[config.mk]
export PLATFORM = sky130hd
export DESIGN_NAME = cnt_seq_ctrl
export DESIGN_NICKNAME = d
export VERILOG_FILES = /design/src/rtl/cnt_seq_ctrl_pkg.sv /design/src/rtl/cnt_seq_ctrl_unit.sv /design/src/rtl/cnt_seq_ctrl.sv
export SDC_FILE = /design/constraint.sdc
export NUM_CORES = 1
export LEC_CHECK = 0
export ABC_CLOCK_PERIOD_IN_PS = 1660
export CAP_MARGIN = 15
export CORE_AREA = 5 5 43 45
export CTS_CLUSTER_SIZE = 25
export DETAILED_ROUTE_END_ITERATION = 7
export DIE_AREA = 0 0 48 50
export GPL_TIMING_DRIVEN = 0
export HOLD_SLACK_MARGIN = 0.06
export PLACE_DENSITY = 0.72
export SYNTH_ARGS = -nofsm -noshare
export SYNTH_HDL_FRONTEND = slang
export SYNTH_SLANG_ARGS = --single-unit
[constraint.sdc]
create_clock -name ck -period 1.66 [get_ports ck]
set_input_delay 0.249 -clock ck [delete_from_list [all_inputs] [get_ports ck]]
set_output_delay 0.249 -clock ck [all_outputs]
set_load 0.01 [all_outputs]
[src/rtl/cnt_seq_ctrl_pkg.sv]
// Shared definitions for the counter-chain sequencer.
package cnt_seq_ctrl_pkg;

    // Sequencer states; encodings match the legacy 2-bit codes.
    typedef enum logic [1:0] {
        S_IDLE  = 2'd0,
        S_RUN   = 2'd1,
        S_PAUSE = 2'd2,
        S_DONE  = 2'd3
    } state_t;

endpackage

[src/rtl/cnt_seq_ctrl_unit.sv]
// Single ripple-enable counter cell: toggles when enabled, carries when set.
module cnt_unit (
    input  logic ck,
    input  logic res,
    input  logic en,
    output logic q,
    output logic ca
);

    // Toggle flop with synchronous clear.
    always_ff @(posedge ck) begin
        if (res)
            q <= 1'b0;
        else if (en)
            q <= ~q;
    end

    // Carry ripples the enable to the next cell when this cell is about to roll over.
    always_comb begin
        ca = en & q;
    end

endmodule

[src/rtl/cnt_seq_ctrl.sv]
// Run/stop/clear sequencer driving a chain of W cnt_unit cells, with a
// loadable terminal count and a one-cycle done pulse.
module cnt_seq_ctrl
    import cnt_seq_ctrl_pkg::*;
#(
    parameter int unsigned W = 4
) (
    input  logic         ck,
    input  logic         res,
    input  logic         start,
    input  logic         stop,
    input  logic         clr,
    input  logic         load,
    input  logic [W-1:0] tc_in,
    output logic [W-1:0] count,
    output logic         running,
    output logic         done
);

    state_t       state;
    state_t       state_nx;
    logic [W-1:0] tc;
    logic         chain_en;
    logic         cnt_res;
    logic         done_set;
    logic         go;
    logic [W-1:0] en;
    logic [W-1:0] ca;
    logic         carry_out_unused;

    assign go               = start & ~stop;
    assign carry_out_unused = ca[W-1];

    // Counter chain: cell 0 takes the chain enable, each later cell the carry below it.
    for (genvar i = 0; i < W; i++) begin : g_cell
        if (i == 0) begin : g_first
            assign en[i] = chain_en;
        end else begin : g_next
            assign en[i] = ca[i-1];
        end
        cnt_unit u_cell (
            .ck  (ck),
            .res (cnt_res),
            .en  (en[i]),
            .q   (count[i]),
            .ca  (ca[i])
        );
    end

    // State register.
    always_ff @(posedge ck) begin
        if (res)
            state <= S_IDLE;
        else
            state <= state_nx;
    end

    // Next-state decode; clr beats stop beats start.
    always_comb begin
        state_nx = state;
        if (clr) begin
            state_nx = S_IDLE;
        end else begin
            case (state)
                S_IDLE:  if (go) state_nx = S_RUN;
                S_RUN: begin
                    if (stop)
                        state_nx = S_PAUSE;
                    else if (count == tc)
                        state_nx = S_DONE;
                end
                S_PAUSE: if (go) state_nx = S_RUN;
                S_DONE:  if (go) state_nx = S_RUN;
                default: state_nx = S_IDLE;
            endcase
        end
    end

    // Output decode. The chain enable is also gated by stop/clr so the edge
    // that leaves RUN never increments.
    always_comb begin
        running  = (state == S_RUN);
        chain_en = running & ~stop & ~clr & (count != tc);
        done_set = running & ~stop & ~clr & (count == tc);
        cnt_res  = res | clr | ((state == S_DONE) & go);
    end

    // Terminal-count register, writable only while idle or finished.
    always_ff @(posedge ck) begin
        if (res)
            tc <= '1;
        else if (load && (state == S_IDLE || state == S_DONE))
            tc <= tc_in;
    end

    // Done pulse, registered so it appears the cycle after reaching tc.
    always_ff @(posedge ck) begin
        if (res)
            done <= 1'b0;
        else
            done <= done_set;
    end

endmodule
# == After elaboration in Yosys (flattened, before gate mapping) ==
# Cells that the tools add are included.
# W data, S select, Z words.
# totals
ff_bits,11
out_inout_bits,6
word_cells,41
# classes
eq_ne,7
n_mux,4
bitwise,17
n_reduce_logical,6
# ops
op,n
$and A1 B1 Y1,9
$mux W2,3
$not A1 Y1,6
$eq A2 B2 Y1 const B,2
$eq A4 B4 Y1,1
$ne A4 B4 Y1,1
$pmux W2 S2,1
$ne A3 B2 Y1 const B,1
$reduce_or A3 Y1,1
$eq A2 B1 Y1 const B,1
$logic_not A2 Y1,1
$ne A2 B1 Y1 const B,1
$or A1 B1 Y1,2
$reduce_and A2 Y1,1
$reduce_or A2 Y1,1
$logic_and A1 B1 Y1,1
$logic_or A1 B1 Y1,1

# == Logic depth before layout (Yosys ltp) ==
# Gate-level depths: netlist (run 1).
# depth
ltp_word,7
depth_mapped,6
depth_no_buf,6

# == Modules after synthesis ==
# A second synthesis (run 1) with hierarchy kept.
# hier_totals
hier_cells,52
area_unflattened_um2,526.8
# by_module_without_submodules
module,n_inst,cells_per_inst,area_each_um2,seq_area_each_um2
cnt_seq_ctrl,1,36,366.6,140.1
cnt_unit,4,4,40.0,20.0

# == Worst setup path after synthesis (run 1) ==
# OpenSTA, ideal clock, no wires.
# synth_path
path_type,register to register
start,reg state[1]
end,reg g_cell[3].u_cell.q
arrival_ns,1.454
required_time_ns,1.589
slack_ns,0.136
path_stages_with_launch,7
path_buffers,0
synth_period_minus_slack_ns,1.524
path_cell_list,dfxtp_1 -> inv_1 -> ha_1 -> nor3b_2 -> nand4_1 -> or3_1 -> a21oi_1
# synth_via
elab_chain_cells,7
word_cells_on_any_way,10
# synth_lines
item,line_no,source
start: declaration,cnt_seq_ctrl.sv:20,state_t state;
start signal: assignment,cnt_seq_ctrl.sv:55,state <= state_nx;
$eq A2 B1 Y1,cnt_seq_ctrl.sv:82,running = (state == S_RUN);
net running,cnt_seq_ctrl.sv:16,"output logic running,"
$and A1 B1 Y1 (3 in series),cnt_seq_ctrl.sv:83,chain_en = running & ~stop & ~clr & (count != tc);
$and A1 B1 Y1 (3 in series),cnt_seq_ctrl_unit.sv:20,ca = en & q;
end signal: assignment,cnt_seq_ctrl_unit.sv:15,q <= ~q;
end: declaration,cnt_seq_ctrl_unit.sv:6,"output logic q,"
# The timed path passes the listed nets, and every way through them passes these cells.
# A chain may end at the register's enable or synchronous reset.

# == Final worst setup path (run 1) ==
# layout_path
start,reg g_cell[0].u_cell.q
end,out count[0]
# layout_rtl
item,line_no,source
start: declaration,cnt_seq_ctrl_unit.sv:6,
start signal: assignment,cnt_seq_ctrl_unit.sv:15,
end: declaration,cnt_seq_ctrl.sv:15,"output logic [W-1:0] count,"
# No word-level cell between the ends.

==> results.tsv, run 1 <==
metric	value	unit
outcome	complete, no violations	
synth_largest_area_cell	dfxtp_1	
synth_area	598	um2
p_per_area	665	mW/mm2
drive_above_1_share	0.200	
numCtsBuffers	3	
clockBufferDepth	2	
fin_ws	99.5	ps
globalplace.congestion	0.776	
hold_viol_final	0	
cts_tree	yes	
synth_edf_count	0	
synth_flop_cell	dfxtp_1	
yosysSeqAreaShare	0.368	
critPathLaunchType	register	
fp.dieH	50	um
fin_crit	1560	ps
cts-root-buf	clkbuf_4	
worst_ep_arrival_time	1310	ps
yosysUniqueCellTypes	22	
cts.clk_slew.worst_paths	80	ps
worst_pin_slew	550	ps
fmax	641	MHz
power	546	uW
post-route-drc-count	0	
post-route-util	0.571	
hold_path_class	register to register	
drtIter0Drc	17	
grt_pass1_wl	2060	um
netlist_instances	66	
overflow	0	
crit_type	register to output pin	
core	0.00144	mm2
max-slew-margin-rel	0.630	
dr.pass1.iters	4	
yosysWarnings	0	
crit_fanout	7	
ir_drop	0.282	mV
setup_viol	0	
final_cell_area	821	um2
detail-route-antenna-nets	0	
synthTopCellsByArea	dfxtp_1, a211o_1, xor2_1	
synth_nets	78	
synth_common_cells	dfxtp_1, nand2_1	
antenna_found_initial	0	
fp.dieArea	0.00240	mm2
num_io_pins	16	
tns	0	ps
wl	1180	um
io_buffers	15	
p_leak	0.306	nW
placed_cell_area	768	um2
stdcell_count	101	
routedWlPerCell	11.6	um
dr_total_vias	538	
place.detailed.hpwl	894	um
hold_ws	496	ps
placed_cells	97	
rsz0062_at_grt	false	
cts_hold_buf	0	
crit_required	1410	ps
start_util	0.416	
cts.sinks	11	
end_kind	output pin	
clk_latency	280	ps
synth.top_cell.area_share	0.368	
clock_skew	9.74	ps
grt_max_degree	8	
avgSynthCellArea	9.06	um2
preCtsSetupSlack	-93.6	ps
nFillCells	130	
finalNetCount	98	
die_w	48	um
max_cap_violations	0	
ys_ff_latch	11	
final_max_slew_viol_count	0	
grt_pass1_vias	494	
vias_per_cell	5.33	
h-tree-depth	1	
diodes	0	
yosysMostFrequentCell	dfxtp_1	
grt_use_total	0.123	
multi_input_area	359	um2
ff_latch_area	224	um2
rows	14	
finalCritPeriodShare	0.940	
synthArstFlopShare	0	
syn2layout_area_growth	37.2	%
-- flip-flops by register name (all words and copies together) (netlist names) --
signal	flops
done	1
tc	4
state	2
g_cell.u_cell.q	4
-- cell usage in the layout (no fill, tap or decap) --
cell	synthesis	routed
a2111oi_4	1	1
a211o_1	4	4
a21oi_1	4	3
a21oi_2	0	1
a31oi_1	2	2
and3_1	4	4
buf_4	4	4
clkbuf_4	0	3
clkdlybuf4s50_1	0	14
clkinv_2	0	1
dfxtp_1	11	8
dfxtp_2	0	3
dlygate4sd2_1	0	1
ha_1	2	1
ha_4	0	1
inv_1	3	3
nand2_1	5	5
nand2b_1	1	1
nand3_1	2	2
nand4_1	1	1
nor2_1	4	4
nor3_1	2	2
nor3b_4	0	1
nor4b_2	1	1
o21ai_0	4	4
o22ai_1	1	1
or3_1	4	4
or4_4	1	1
xor2_1	4	4
-- routing by layer --
| layer | up-vias | global-route usage | wire (um) |
|---|---|---|---|
| li1 | 281 | - | - |
| met1 | 238 | 0.140 | 504 |
| met2 | 15 | 0.181 | 565 |
| met3 | 4 | 0.0327 | 63 |
| met4 | 0 | 0.103 | 42 |
| met5 | - | 0 | 0 |
-- critical path: stages (launching register included) --
cell,delay [ps]
dfxtp_2,390
buf_4,120
clkdlybuf4s50_1,520
-- final timing paths --
kind,from,end,slack (ps),depth (start not counted)
hold / removal,tc[3],tc[3],500,1
setup reg to reg,state[1],g_cell[2].u_cell.q,130,6
hold reg to reg,tc[3],tc[3],500,1
setup / recovery,g_cell[0].u_cell.q,count[0],100,2
-- layout make-up --
type                       count  share of cell area
buffer                         4              0.0366
timing repair buffer          15               0.181
multi-input combinational     48               0.437
tap                           16              0.0244
clock inverter                 1             0.00610
inverter                       3              0.0137
clock buffer                   3              0.0274
sequential                    11               0.273
-- cell families after synthesis --
| family | share of synthesized area |
|---|---|
| xor+xnor | 0.0586 |
| buf+inv | 0.0690 |
| fa+ha+maj | 0.0418 |
| simple gates | 0.259 |
| compound gates | 0.203 |
| flops | 0.368 |
-- report_power, final --
group	internal [mW]	switching [mW]	leakage (nW)	total [mW]
Sequential	0.273	0.00833	0.0914	0.281
Clock	0.0894	0.0995	0.0177	0.189
Combinational	0.0417	0.0340	0.197	0.0757
-- timing repair --
action,CTS,global route
gates resized for setup,3,5
pin swaps,0,0
endpoints found under the setup margin,2,5
setup buffers,0,0
No activity file was read; power rests on OpenSTA's default activity.
==> run 2, diff against run 1 <==
--- a/config.mk
+++ b/config.mk
@@ -7,13 +7,14 @@
 export LEC_CHECK = 0
 export ABC_CLOCK_PERIOD_IN_PS = 1660
 export CAP_MARGIN = 15
-export CORE_AREA = 5 5 43 45
+export CORE_AREA = 5 5 42 44
 export CTS_CLUSTER_SIZE = 25
 export DETAILED_ROUTE_END_ITERATION = 7
-export DIE_AREA = 0 0 48 50
+export DIE_AREA = 0 0 47 49
 export GPL_TIMING_DRIVEN = 0
 export HOLD_SLACK_MARGIN = 0.06
-export PLACE_DENSITY = 0.72
+export PLACE_DENSITY = 0.69
 export SYNTH_ARGS = -nofsm -noshare
 export SYNTH_HDL_FRONTEND = slang
+export SYNTH_HIERARCHICAL = 1
 export SYNTH_SLANG_ARGS = --single-unit
==> constraint.sdc (replaced) <==
create_clock -name ck -period 1.66 [get_ports ck]
set_input_delay 0.249 -clock ck [delete_from_list [all_inputs] [get_ports ck]]
set_output_delay 0.249 -clock ck [all_outputs]
set_load 0.02 [all_outputs]
==> results.tsv, run 2 <==
metric	value	unit	change
r2r_slack	80	ps	-50 ps
hold_path_class	register to register		
crit_fanout	4		-3
fmax	632	MHz	-1.3%
die_w	47	um	-2.1%
start_util	0.371		-0.0458
hp-start	tc[3]		
tns	0	ps	unchanged
worst_pin_slew	216	ps	-334 ps
core	0.00140	mm2	-2.4%
preCtsSetupSlack	-206	ps	-112 ps
worst_ep_arrival_time	1740	ps	+430 ps
diodes	0		unchanged
clock_skew	2.07	ps	-7.67 ps
dr_total_vias	451		-16%
busiest_layer	met2		
grt_pass1_wl	1700	um	-17%
synth_area	519	um2	-13%
rr_worst_depth	8		+2
vias_per_cell	5.13		-3.8%
num_io_pins	16		unchanged
fp.dieH	49	um	-2.0%
io_buffers	15		unchanged
grt_util_met1	0.124		-0.0156
cts.clk_slew.worst_paths	70	ps	about the same
whs_path_depth	1		unchanged
drive_above_1_share	0.306		+0.106
post-route-drc-count	0		unchanged
routedWlPerCell	11.7	um	+0.52%
yosysWarnings	6		+6
rows	14		unchanged
dr.pass1.iters	4		unchanged
cts_tree	yes		
syn2layout_area_growth	48.0	%	
largestRegisters	g_cell.u_cell/q (4), tc (4), state (2)		
grt_use_total	0.100		-0.0230
p_per_area	680	mW/mm2	+2.2%
holdPathEnd	tc[3]		
outcome	complete, no violations		
met3_usage	0.0369		+0.00417
use_met2	0.140		-0.0403
cts-root-buf	clkbuf_4		
clockBufferDepth	2		unchanged
r2r_start	g_cell[2].u_cell/q		
final_max_slew_viol_count	0		unchanged
fp.dieArea	0.00230	mm2	-4.0%
hold_ws	493	ps	-2.42 ps
p_leak	0.298	nW	-2.6%
finalCritPeriodShare	0.953		+0.0129
grt_pass1_vias	423		-14%
globalplace.congestion	0.719		-7.4%
overflow	0		unchanged
multi_input_area	313	um2	-13%
r2r_end	g_cell[3].u_cell/q		
max_cap_violations	0		unchanged
setup_viol	0		unchanged
final_cell_area	768	um2	-6.4%
critPathLaunchType	register		
h-tree-depth	1		unchanged
numCtsBuffers	3		unchanged
fin_crit	1580	ps	+21.3 ps
crit_type	register to register		
max-slew-margin-rel	0.856		+0.226
place.detailed.hpwl	802	um	-10%
netlist_instances	51		-23%
drtIter0Drc	6		-11
wl	1030	um	-12%
layout_common_cells	clkdlybuf4s50_1, xnor2_1, dfxtp_1		
ir_drop	0.396	mV	+41%
detail-route-antenna-nets	0		unchanged
placed_cell_area	708	um2	-7.8%
nFillCells	141		+8.5%
grt_max_degree	8		unchanged
final_common_cell	clkdlybuf4s50_1		
fin_ws	78.1	ps	-21.3 ps
end_kind	register		
antenna_found_initial	0		unchanged
clk_latency	260	ps	-20 ps
cts_hold_buf	0		unchanged
synth_nets	63		-19%
finalNetCount	85		-13%
crit_required	1820	ps	+410 ps
ff_latch_area	238	um2	+6.1%
avgSynthCellArea	10.2	um2	+12%
cts.sinks	11		unchanged
hold_viol_final	0		unchanged
==> run 2: metal layers <==
metal	part of all wire	vias up	wire, um
met3	0.086	2	89
li1	-	224	-
met4	0.0078	0	8
met2	0.46	12	472
met5	0	-	0
met1	0.45	213	459
==> run 2: where the power goes <==
group / switching [mW] / leakage (nW) / internal (mW)
clock: 0.0882 / 0.0150 / 0.0929
sequential: 0.00794 / 0.0940 / 0.267
combinational: 0.0242 / 0.189 / 0.0423
==> run 2: worst max path at each step <==
| stage | start | end | slack (ps) | cells after the start |
|---|---|---|---|---|
| 2_1_floorplan | g_cell[2].u_cell/q | g_cell[3].u_cell/q | 2 | 8 |
| 3_3_place_gp | stop | g_cell[3].u_cell/q | -190 | 8 |
| 3_5_place_dp | stop | g_cell[3].u_cell/q | -210 | 8 |
| 4_1_cts | g_cell[2].u_cell/q | g_cell[3].u_cell/q | 2 | 8 |
| 5_1_grt | g_cell[2].u_cell/q | g_cell[3].u_cell/q | -10 | 8 |
| 6_report | g_cell[2].u_cell/q | g_cell[3].u_cell/q | 80 | 8 |
==> run 2: stage by stage <==
stage               instances  utilization  power, mW
floorplan                  51            -      0.312
global placement           82        0.505      0.344
detailed placement         82        0.505      0.346
CTS                        87        0.530      0.530
global route               88        0.548      0.552
finish                     88        0.548      0.522
==> run 2: worst max-delay path, cell delays in order, from the launching register on <==
cell and delay, ps:
dfxtp_4 360, xnor2_2 150, nand4_1 120, and4b_2 250, and2_4 150, and2_4 160, and2_4 140, xnor2_2 110
nor2_1 50
==> run 2: repair_timing <==
item,CTS,global route
resized for setup,2,4
pin swaps,1,4
endpoints found under the hold margin,0,0
buffers inserted,1,1
endpoints found under the setup margin,2,1
==> run 2: final cells by class <==
type                            instances  share of cell area
Clock buffer                            4              0.0342
Timing Repair Buffer                   17               0.213
Inverter                                2             0.00977
Sequential cell                        11               0.309
Tap cell                               16              0.0261
Multi-Input combinational cell         38               0.407
